`src/rtl/spi_slave_fifo.sv`:
```
// SPI slave with RX/TX FIFOs; SCK/CS_L/MOSI are oversampled in i_clk, all four modes, DATA_W-bit words.
// Build macro SPI_FRAME_STAT_EN adds o_frame_done / o_frame_words (per-frame complete word count).
module spi_slave_fifo #(
  parameter int DATA_W     = 8,
  parameter int FIFO_DEPTH = 4,
  parameter bit CPOL       = 1'b0,
  parameter bit CPHA       = 1'b0,
  parameter bit MSB_FIRST  = 1'b1,
  parameter bit IDLE_MISO  = 1'b1
) (
  input  logic                          i_clk,
  input  logic                          reset,
  input  logic                          i_cs,
  input  logic                          i_we,
  input  logic                          i_re,
  input  logic                          i_clr_err,
  input  logic [DATA_W-1:0]             i_data,
  output logic [DATA_W-1:0]             o_data,
  output logic                          o_rx_valid,
  output logic [$clog2(FIFO_DEPTH):0]   o_rx_level,
  output logic                          o_tx_full,
  output logic [$clog2(FIFO_DEPTH):0]   o_tx_level,
  output logic [2:0]                    o_err,
  output logic                          o_busy,
`ifdef SPI_FRAME_STAT_EN
  output logic                          o_frame_done,
  output logic [15:0]                   o_frame_words,
`endif
  input  logic                          i_spi_sck,
  input  logic                          i_spi_cs_l,
  input  logic                          i_spi_mosi,
  output logic                          o_spi_miso
);

  localparam int AW = $clog2(FIFO_DEPTH);
  localparam int CW = $clog2(DATA_W + 1);

  typedef enum logic [1:0] {S_IDLE, S_ACTIVE, S_WORD_DONE} state_t;

  logic sck_s1_q, sck_s2_q, sck_h_q;
  logic csl_s1_q, csl_s2_q, csl_h_q;
  logic mosi_s1_q, mosi_s2_q;

  always_ff @(posedge i_clk or posedge reset) begin
    if (reset) begin
      sck_s1_q  <= CPOL;
      sck_s2_q  <= CPOL;
      sck_h_q   <= CPOL;
      csl_s1_q  <= 1'b1;
      csl_s2_q  <= 1'b1;
      csl_h_q   <= 1'b1;
      mosi_s1_q <= 1'b0;
      mosi_s2_q <= 1'b0;
    end else begin
      sck_s1_q  <= i_spi_sck;
      sck_s2_q  <= sck_s1_q;
      sck_h_q   <= sck_s2_q;
      csl_s1_q  <= i_spi_cs_l;
      csl_s2_q  <= csl_s1_q;
      csl_h_q   <= csl_s2_q;
      mosi_s1_q <= i_spi_mosi;
      mosi_s2_q <= mosi_s1_q;
    end
  end

  logic lead_edge, trail_edge, sample_edge, shift_edge, cs_fall, cs_rise;
  assign lead_edge   = (sck_h_q == CPOL) && (sck_s2_q != CPOL);
  assign trail_edge  = (sck_h_q != CPOL) && (sck_s2_q == CPOL);
  assign sample_edge = CPHA ? trail_edge : lead_edge;
  assign shift_edge  = CPHA ? lead_edge : trail_edge;
  assign cs_fall     = csl_h_q & ~csl_s2_q;
  assign cs_rise     = ~csl_h_q & csl_s2_q;

  // FIFO storage and pointers (one extra wrap bit each)
  logic [DATA_W-1:0] rx_mem_q [FIFO_DEPTH];
  logic [DATA_W-1:0] tx_mem_q [FIFO_DEPTH];
  logic [AW:0]       rx_wr_q, rx_rd_q, tx_wr_q, tx_rd_q;
  logic              rx_empty, rx_full, tx_empty, tx_full;
  logic              rx_push, rx_pop, tx_push, tx_pop;

  assign rx_empty = (rx_wr_q == rx_rd_q);
  assign rx_full  = (rx_wr_q[AW] != rx_rd_q[AW]) && (rx_wr_q[AW-1:0] == rx_rd_q[AW-1:0]);
  assign tx_empty = (tx_wr_q == tx_rd_q);
  assign tx_full  = (tx_wr_q[AW] != tx_rd_q[AW]) && (tx_wr_q[AW-1:0] == tx_rd_q[AW-1:0]);

  state_t            state_q, state_d;
  logic [CW-1:0]     cnt_q, cnt_d;
  logic [DATA_W-1:0] rx_sh_q, rx_sh_d;
  logic [DATA_W-1:0] tx_sh_q, tx_sh_d;
  logic              miso_q, miso_d;
  logic              tx_load, word_done;

  always_comb begin
    state_d   = state_q;
    cnt_d     = cnt_q;
    rx_sh_d   = rx_sh_q;
    tx_sh_d   = tx_sh_q;
    tx_load   = 1'b0;
    word_done = 1'b0;
    case (state_q)
      S_IDLE: begin
        if (cs_fall) begin
          tx_load = 1'b1;
          cnt_d   = '0;
          state_d = S_ACTIVE;
        end
      end
      S_ACTIVE: begin
        if (cs_rise) begin
          state_d = S_IDLE;
        end else if (sample_edge) begin
          rx_sh_d = MSB_FIRST ? {rx_sh_q[DATA_W-2:0], mosi_s2_q}
                              : {mosi_s2_q, rx_sh_q[DATA_W-1:1]};
          cnt_d   = cnt_q + CW'(1);
          if (cnt_q == CW'(DATA_W - 1)) state_d = S_WORD_DONE;
        end else if (shift_edge && (cnt_q != '0)) begin
          // A shift edge at count 0 would skip the first bit of a freshly loaded word
          tx_sh_d = MSB_FIRST ? {tx_sh_q[DATA_W-2:0], 1'b1}
                              : {1'b1, tx_sh_q[DATA_W-1:1]};
        end
      end
      S_WORD_DONE: begin
        word_done = 1'b1;
        tx_load   = 1'b1;
        cnt_d     = '0;
        state_d   = cs_rise ? S_IDLE : S_ACTIVE;
      end
      default: state_d = S_IDLE;
    endcase
    if (tx_load) tx_sh_d = tx_empty ? '1 : tx_mem_q[tx_rd_q[AW-1:0]];
    miso_d = (state_q == S_IDLE) ? IDLE_MISO
                                 : (MSB_FIRST ? tx_sh_q[DATA_W-1] : tx_sh_q[0]);
  end

  always_ff @(posedge i_clk or posedge reset) begin
    if (reset) begin
      state_q <= S_IDLE;
      cnt_q   <= '0;
      rx_sh_q <= '0;
      tx_sh_q <= '0;
      miso_q  <= IDLE_MISO;
    end else begin
      state_q <= state_d;
      cnt_q   <= cnt_d;
      rx_sh_q <= rx_sh_d;
      tx_sh_q <= tx_sh_d;
      miso_q  <= miso_d;
    end
  end

  assign rx_push = word_done & ~rx_full;
  assign rx_pop  = i_re & i_cs & ~rx_empty;
  assign tx_push = i_we & i_cs & ~tx_full;
  assign tx_pop  = tx_load & ~tx_empty;

  always_ff @(posedge i_clk) begin
    if (rx_push) rx_mem_q[rx_wr_q[AW-1:0]] <= rx_sh_q;
    if (tx_push) tx_mem_q[tx_wr_q[AW-1:0]] <= i_data;
  end

  always_ff @(posedge i_clk or posedge reset) begin
    if (reset) begin
      rx_wr_q <= '0;
      rx_rd_q <= '0;
      tx_wr_q <= '0;
      tx_rd_q <= '0;
    end else begin
      if (rx_push) rx_wr_q <= rx_wr_q + (AW+1)'(1);
      if (rx_pop)  rx_rd_q <= rx_rd_q + (AW+1)'(1);
      if (tx_push) tx_wr_q <= tx_wr_q + (AW+1)'(1);
      if (tx_pop)  tx_rd_q <= tx_rd_q + (AW+1)'(1);
    end
  end

  // Error events are OR-ed in after the clear so a same-cycle event survives it
  logic [2:0] err_q, err_d;
  always_comb begin
    err_d = (i_clr_err & i_cs) ? 3'b000 : err_q;
    err_d = err_d | {i_we & i_cs & tx_full, tx_load & tx_empty, word_done & rx_full};
  end

  always_ff @(posedge i_clk or posedge reset) begin
    if (reset) err_q <= 3'b000;
    else       err_q <= err_d;
  end

  assign o_data     = rx_empty ? '0 : rx_mem_q[rx_rd_q[AW-1:0]];
  assign o_rx_valid = ~rx_empty;
  assign o_rx_level = rx_wr_q - rx_rd_q;
  assign o_tx_full  = tx_full;
  assign o_tx_level = tx_wr_q - tx_rd_q;
  assign o_err      = err_q;
  assign o_busy     = ~csl_s2_q;
  assign o_spi_miso = miso_q;

`ifdef SPI_FRAME_STAT_EN
  logic        frame_done_q;
  logic [15:0] frame_words_q;

  always_ff @(posedge i_clk or posedge reset) begin
    if (reset) begin
      frame_done_q  <= 1'b0;
      frame_words_q <= '0;
    end else begin
      frame_done_q <= cs_rise;
      if (cs_fall)
        frame_words_q <= '0;
      else if (word_done && (frame_words_q != 16'hFFFF))
        frame_words_q <= frame_words_q + 16'd1;
    end
  end

  assign o_frame_done  = frame_done_q;
  assign o_frame_words = frame_words_q;
`endif

endmodule

```
`config.mk`:
```
export PLATFORM = sky130hd
export DESIGN_NAME = spi_slave_fifo
export DESIGN_NICKNAME = d
export VERILOG_FILES = /design/src/rtl/spi_slave_fifo.sv
export SDC_FILE = /design/constraint.sdc
export NUM_CORES = 1
export LEC_CHECK = 0
export ABC_AREA = 1
export BUFFER_PORTS_ARGS = -buffer_cell sky130_fd_sc_hd__buf_4
export CORE_AREA = 2 2 101 103
export DETAILED_ROUTE_END_ITERATION = 10
export DIE_AREA = 0 0 103 105
export GPL_ROUTABILITY_DRIVEN = 0
export MAX_ROUTING_LAYER = met4
export PLACE_DENSITY_LB_ADDON = 0.2
export SETUP_SLACK_MARGIN = 0.2
export SLEW_MARGIN = 20
export SYNTH_ARGS = -nofsm -noshare
export SYNTH_HDL_FRONTEND = slang
export SYNTH_SLANG_ARGS = --single-unit
export TNS_END_PERCENT = 30
```
`constraint.sdc`:
```
create_clock -name i_clk -period 3 [get_ports i_clk]
set_input_delay 0.45 -clock i_clk [delete_from_list [all_inputs] [get_ports i_clk]]
set_output_delay 0.45 -clock i_clk [all_outputs]
set_load 0.01 [all_outputs]
```
==> results by group <==
Run status
  – Status: finished clean

Timing
  – Max Freq: around 400 MHz
  – Setup Skew: approximately 14 ps
  – Unrepaired setup endpoints after global routing: false
  – Final Cycle Share: 84.10%
  – Final worst slack: between 400 and 500 ps
  – Hold WS: roughly 170 ps
  – Fin Setup TNS: 0 ps
  – Final setup fails: 0
  – Worst slew margin: around half
  – Worst slew pin tran: 768.2 ps
  – Max-slew violations: 0
  – Fin crit period: ~2500 ps
  – Final hold viol count: 0

Die
  – Chip height: around 110 um
  – Die width: a little over 100 um
  – Core box area: just under 10000 um2
  – Initial Util: between 50% and 60%
  – IO Pins: 38
  – Die ar.: between 10000 and 15000 um2
  – Row count: 36

Placed design
  – Port Buffer Count: 37
  – Pre-CTS setup slack: just over 500 ps
  – Dpl hpwl: about 6600 um

Yosys
  – Synth cell count leaders: nand2_1, edfxtp_1, nor2_1
  – Yosys reg bits: 110
  – Syn nets: 484
  – Post-synthesis cell count: ~450
  – Count leader, synth: nand2_1
  – Synth area leaders: edfxtp_1, dfrtp_1, nand2_1
  – Mean Syn Cell Area: ~11 um2
  – Seq/Total Area, Yosys: 63.53%
  – Predominant post-synthesis flop cell: edfxtp_1
  – Mapped Area: between 4000 and 5000 um2
  – Synth warnings: 0
  – Post-synth top area cell: edfxtp_1
  – Post-synth EDFFs: between 60 and 70
  – Async set-reset flop share out of synthesis: between 40% and 50%
  – Post-synth top area share: slightly below 40%
  – Netlist cell types: 32

Route
  – Post-Route WL: around 9000 um
  – Via-to-Cell Ratio: 5.136
  – Routed Antenna Nets: 0
  – DRT Pass-1 Iters: 5
  – Initial drt markers: roughly 320
  – Via count: between 3000 and 4000
  – Wire per inst: around 14 um
  – # DRC: 0

Layout
  – Final Core Density: 56.30%
  – Fin nets: 525
  – # diodes: 0
  – Layout fillers: between 800 and 900
  – Layout cells sized above 1: 19.03%
  – Synth-to-layout area growth: 12.01%

Clock tree
  – Worst skew pair latency: roughly 380 ps
  – Num CTS Buffers: 9
  – CTS H-tree lvls: 3
  – Clock sink count: 110
  – TritonCTS clock tree: done
  – Reg clk slew, reported paths: 110 ps
  – Clk root buf: clkbuf_8
  – Post-CTS Hold Fix Bufs: 0
  – Max clock buf depth: 2

Critical path
  – CP max stage cell: nor2_1
  – Kind of critical path: reg2reg
  – Maximum fanout along the worst path: 11
  – CP top delay family: simple AND/OR/NAND/NOR gates
  – Crit-path max cell delay: roughly 590 ps
  – Crit end category: register
  – Critical path arrival: ~2500 ps
  – Bufs and invs on worst path: 2
  – Type of origin of the critical path: register
  – Worst path required time: approximately 3000 ps
  – Critical-path cell list: inv_1 > ha_1 > nand2_1 > inv_1 > nand2_1 > nand3_2 > nor2_1

Pwr
  – Cell leakage power: 2.349 nW
  – Cell Pwr Density: about 800 nW/um2
  – Comb power frac: between 30% and 40%
  – Switching pwr: between 0.0015 and 0.002 W
  – Worst vdd ir: 0.0003039 V
  – Internal Power: 0.002759 W
  – Clk network pwr share: 19.4%
  – Overall Power: about 0.0043 W
  – Switching Fraction: 36.01%
  – Sequential share of power: 47.4%

GRT
  – Number of global-route vias before repair: around 3000
  – GR Util All Layers: 18.58%
  – First-pass GRT wire length: 14840 um
  – Total congestion overflow: 0
  – Largest net degree at the start of global routing: between 40 and 50
  – Initial antenna violation count: 0

Min path
  – Min-Delay Path Class: in2async

Job
  – Maxcap violations: 0
[cell families after synthesis]
group	share of synthesized area, %
adder cells (fa/ha/maj)	4.959
flip-flops	63.53
buffers and inverters	5.371
XOR/XNOR	1.446
AO/OA/AOI/OAI	5.785
AND/OR/NAND/NOR	18.90
[sequential cells by signal (all words and copies together) (netlist names), 4 cells and up]
| signal | flops |
|---|---|
| rx_mem_q | 32 |
| rx_sh_q | 8 |
| cnt_q | 4 |
| tx_sh_q | 8 |
| tx_mem_q | 32 |
[placed cells by master (no fill, tap or decap), types with 4 or more instances in the layout]
cell type  count
a21oi_1       10
nand3_2        4
nand2_2        6
nor2_1        51
inv_1         39
buf_4         42
xor2_1         5
nand3_1       42
clkbuf_8       9
dfrtp_1       41
o21ai_0       36
dfstp_2        4
nand2_1       83
or2_2          5
ha_1          16
inv_2          6
edfxtp_1      64
[per-stage QoR]
stage,area [um2],cells
after CTS,5406,625
after detailed placement,5228,610
after global placement,5228,610
after global routing,5426,627
after floorplan,4845,449
final,5426,627
[worst reg2reg max path: stages (launching register included)]
cell     delay, ps
dfrtp_1        560
inv_1          260
ha_1           330
nand2_1         60
inv_1           60
nand2_1        110
nand3_2        200
nor2_1         590
[final cells by class]
class / instances / area [um2] / share of cell area, %
flip-flops and latches: 110 / 3079 / 56.74
repair buffers: 42 / 315.3 / 5.810
inverters: 47 / 181.4 / 3.343
well taps: 133 / 166.4 / 3.067
multi-input cells: 280 / 1506 / 27.76
clock inverters: 6 / 53.80 / 0.9915
clock buffers: 9 / 123.9 / 2.283
[power by group through the flow]
stage | clock [W] | sequential, W | combinational, W
after floorplan | 0 | 0.00201 | 0.000998
after global placement | 0 | 0.00207 | 0.00140
after detailed placement | 0 | 0.00208 | 0.00143
after CTS | 0.000850 | 0.00205 | 0.00144
after global routing | 0.000906 | 0.00208 | 0.00162
final | 0.000835 | 0.00204 | 0.00143
[path summary, 6_finish.rpt]
check / from / end / cells past startpoint / slack, ps
worst min-delay path: reset / rx_rd_q[1] / 2 / 170
worst max-delay path: tx_rd_q[1] / tx_mem_q[2][6] / 7 / 480
max in group asynchronous: reset / rx_rd_q[1] / 2 / 2340
min in group i_clk: i_spi_cs_l / csl_s1_q / 1 / 180
worst min register to register: mosi_s1_q / mosi_s2_q / 0 / 360
worst max register to register: tx_rd_q[1] / tx_mem_q[2][6] / 7 / 480
[routing by layer]
layer,vias up,GRT usage [%],wire length [um]
met5,-,-,0
met4,0,5.451,126
met3,16,3.612,536
met2,111,26.44,4002
met1,1529,27.32,4338
li1,1564,-,-
[timing repair]
action,CTS,global route
pin swaps,0,0
resized for setup,1,1
setup buffers,0,2
cloned,0,0
setup endpoints to repair,8,8
Power figures use the tool's default switching activity.
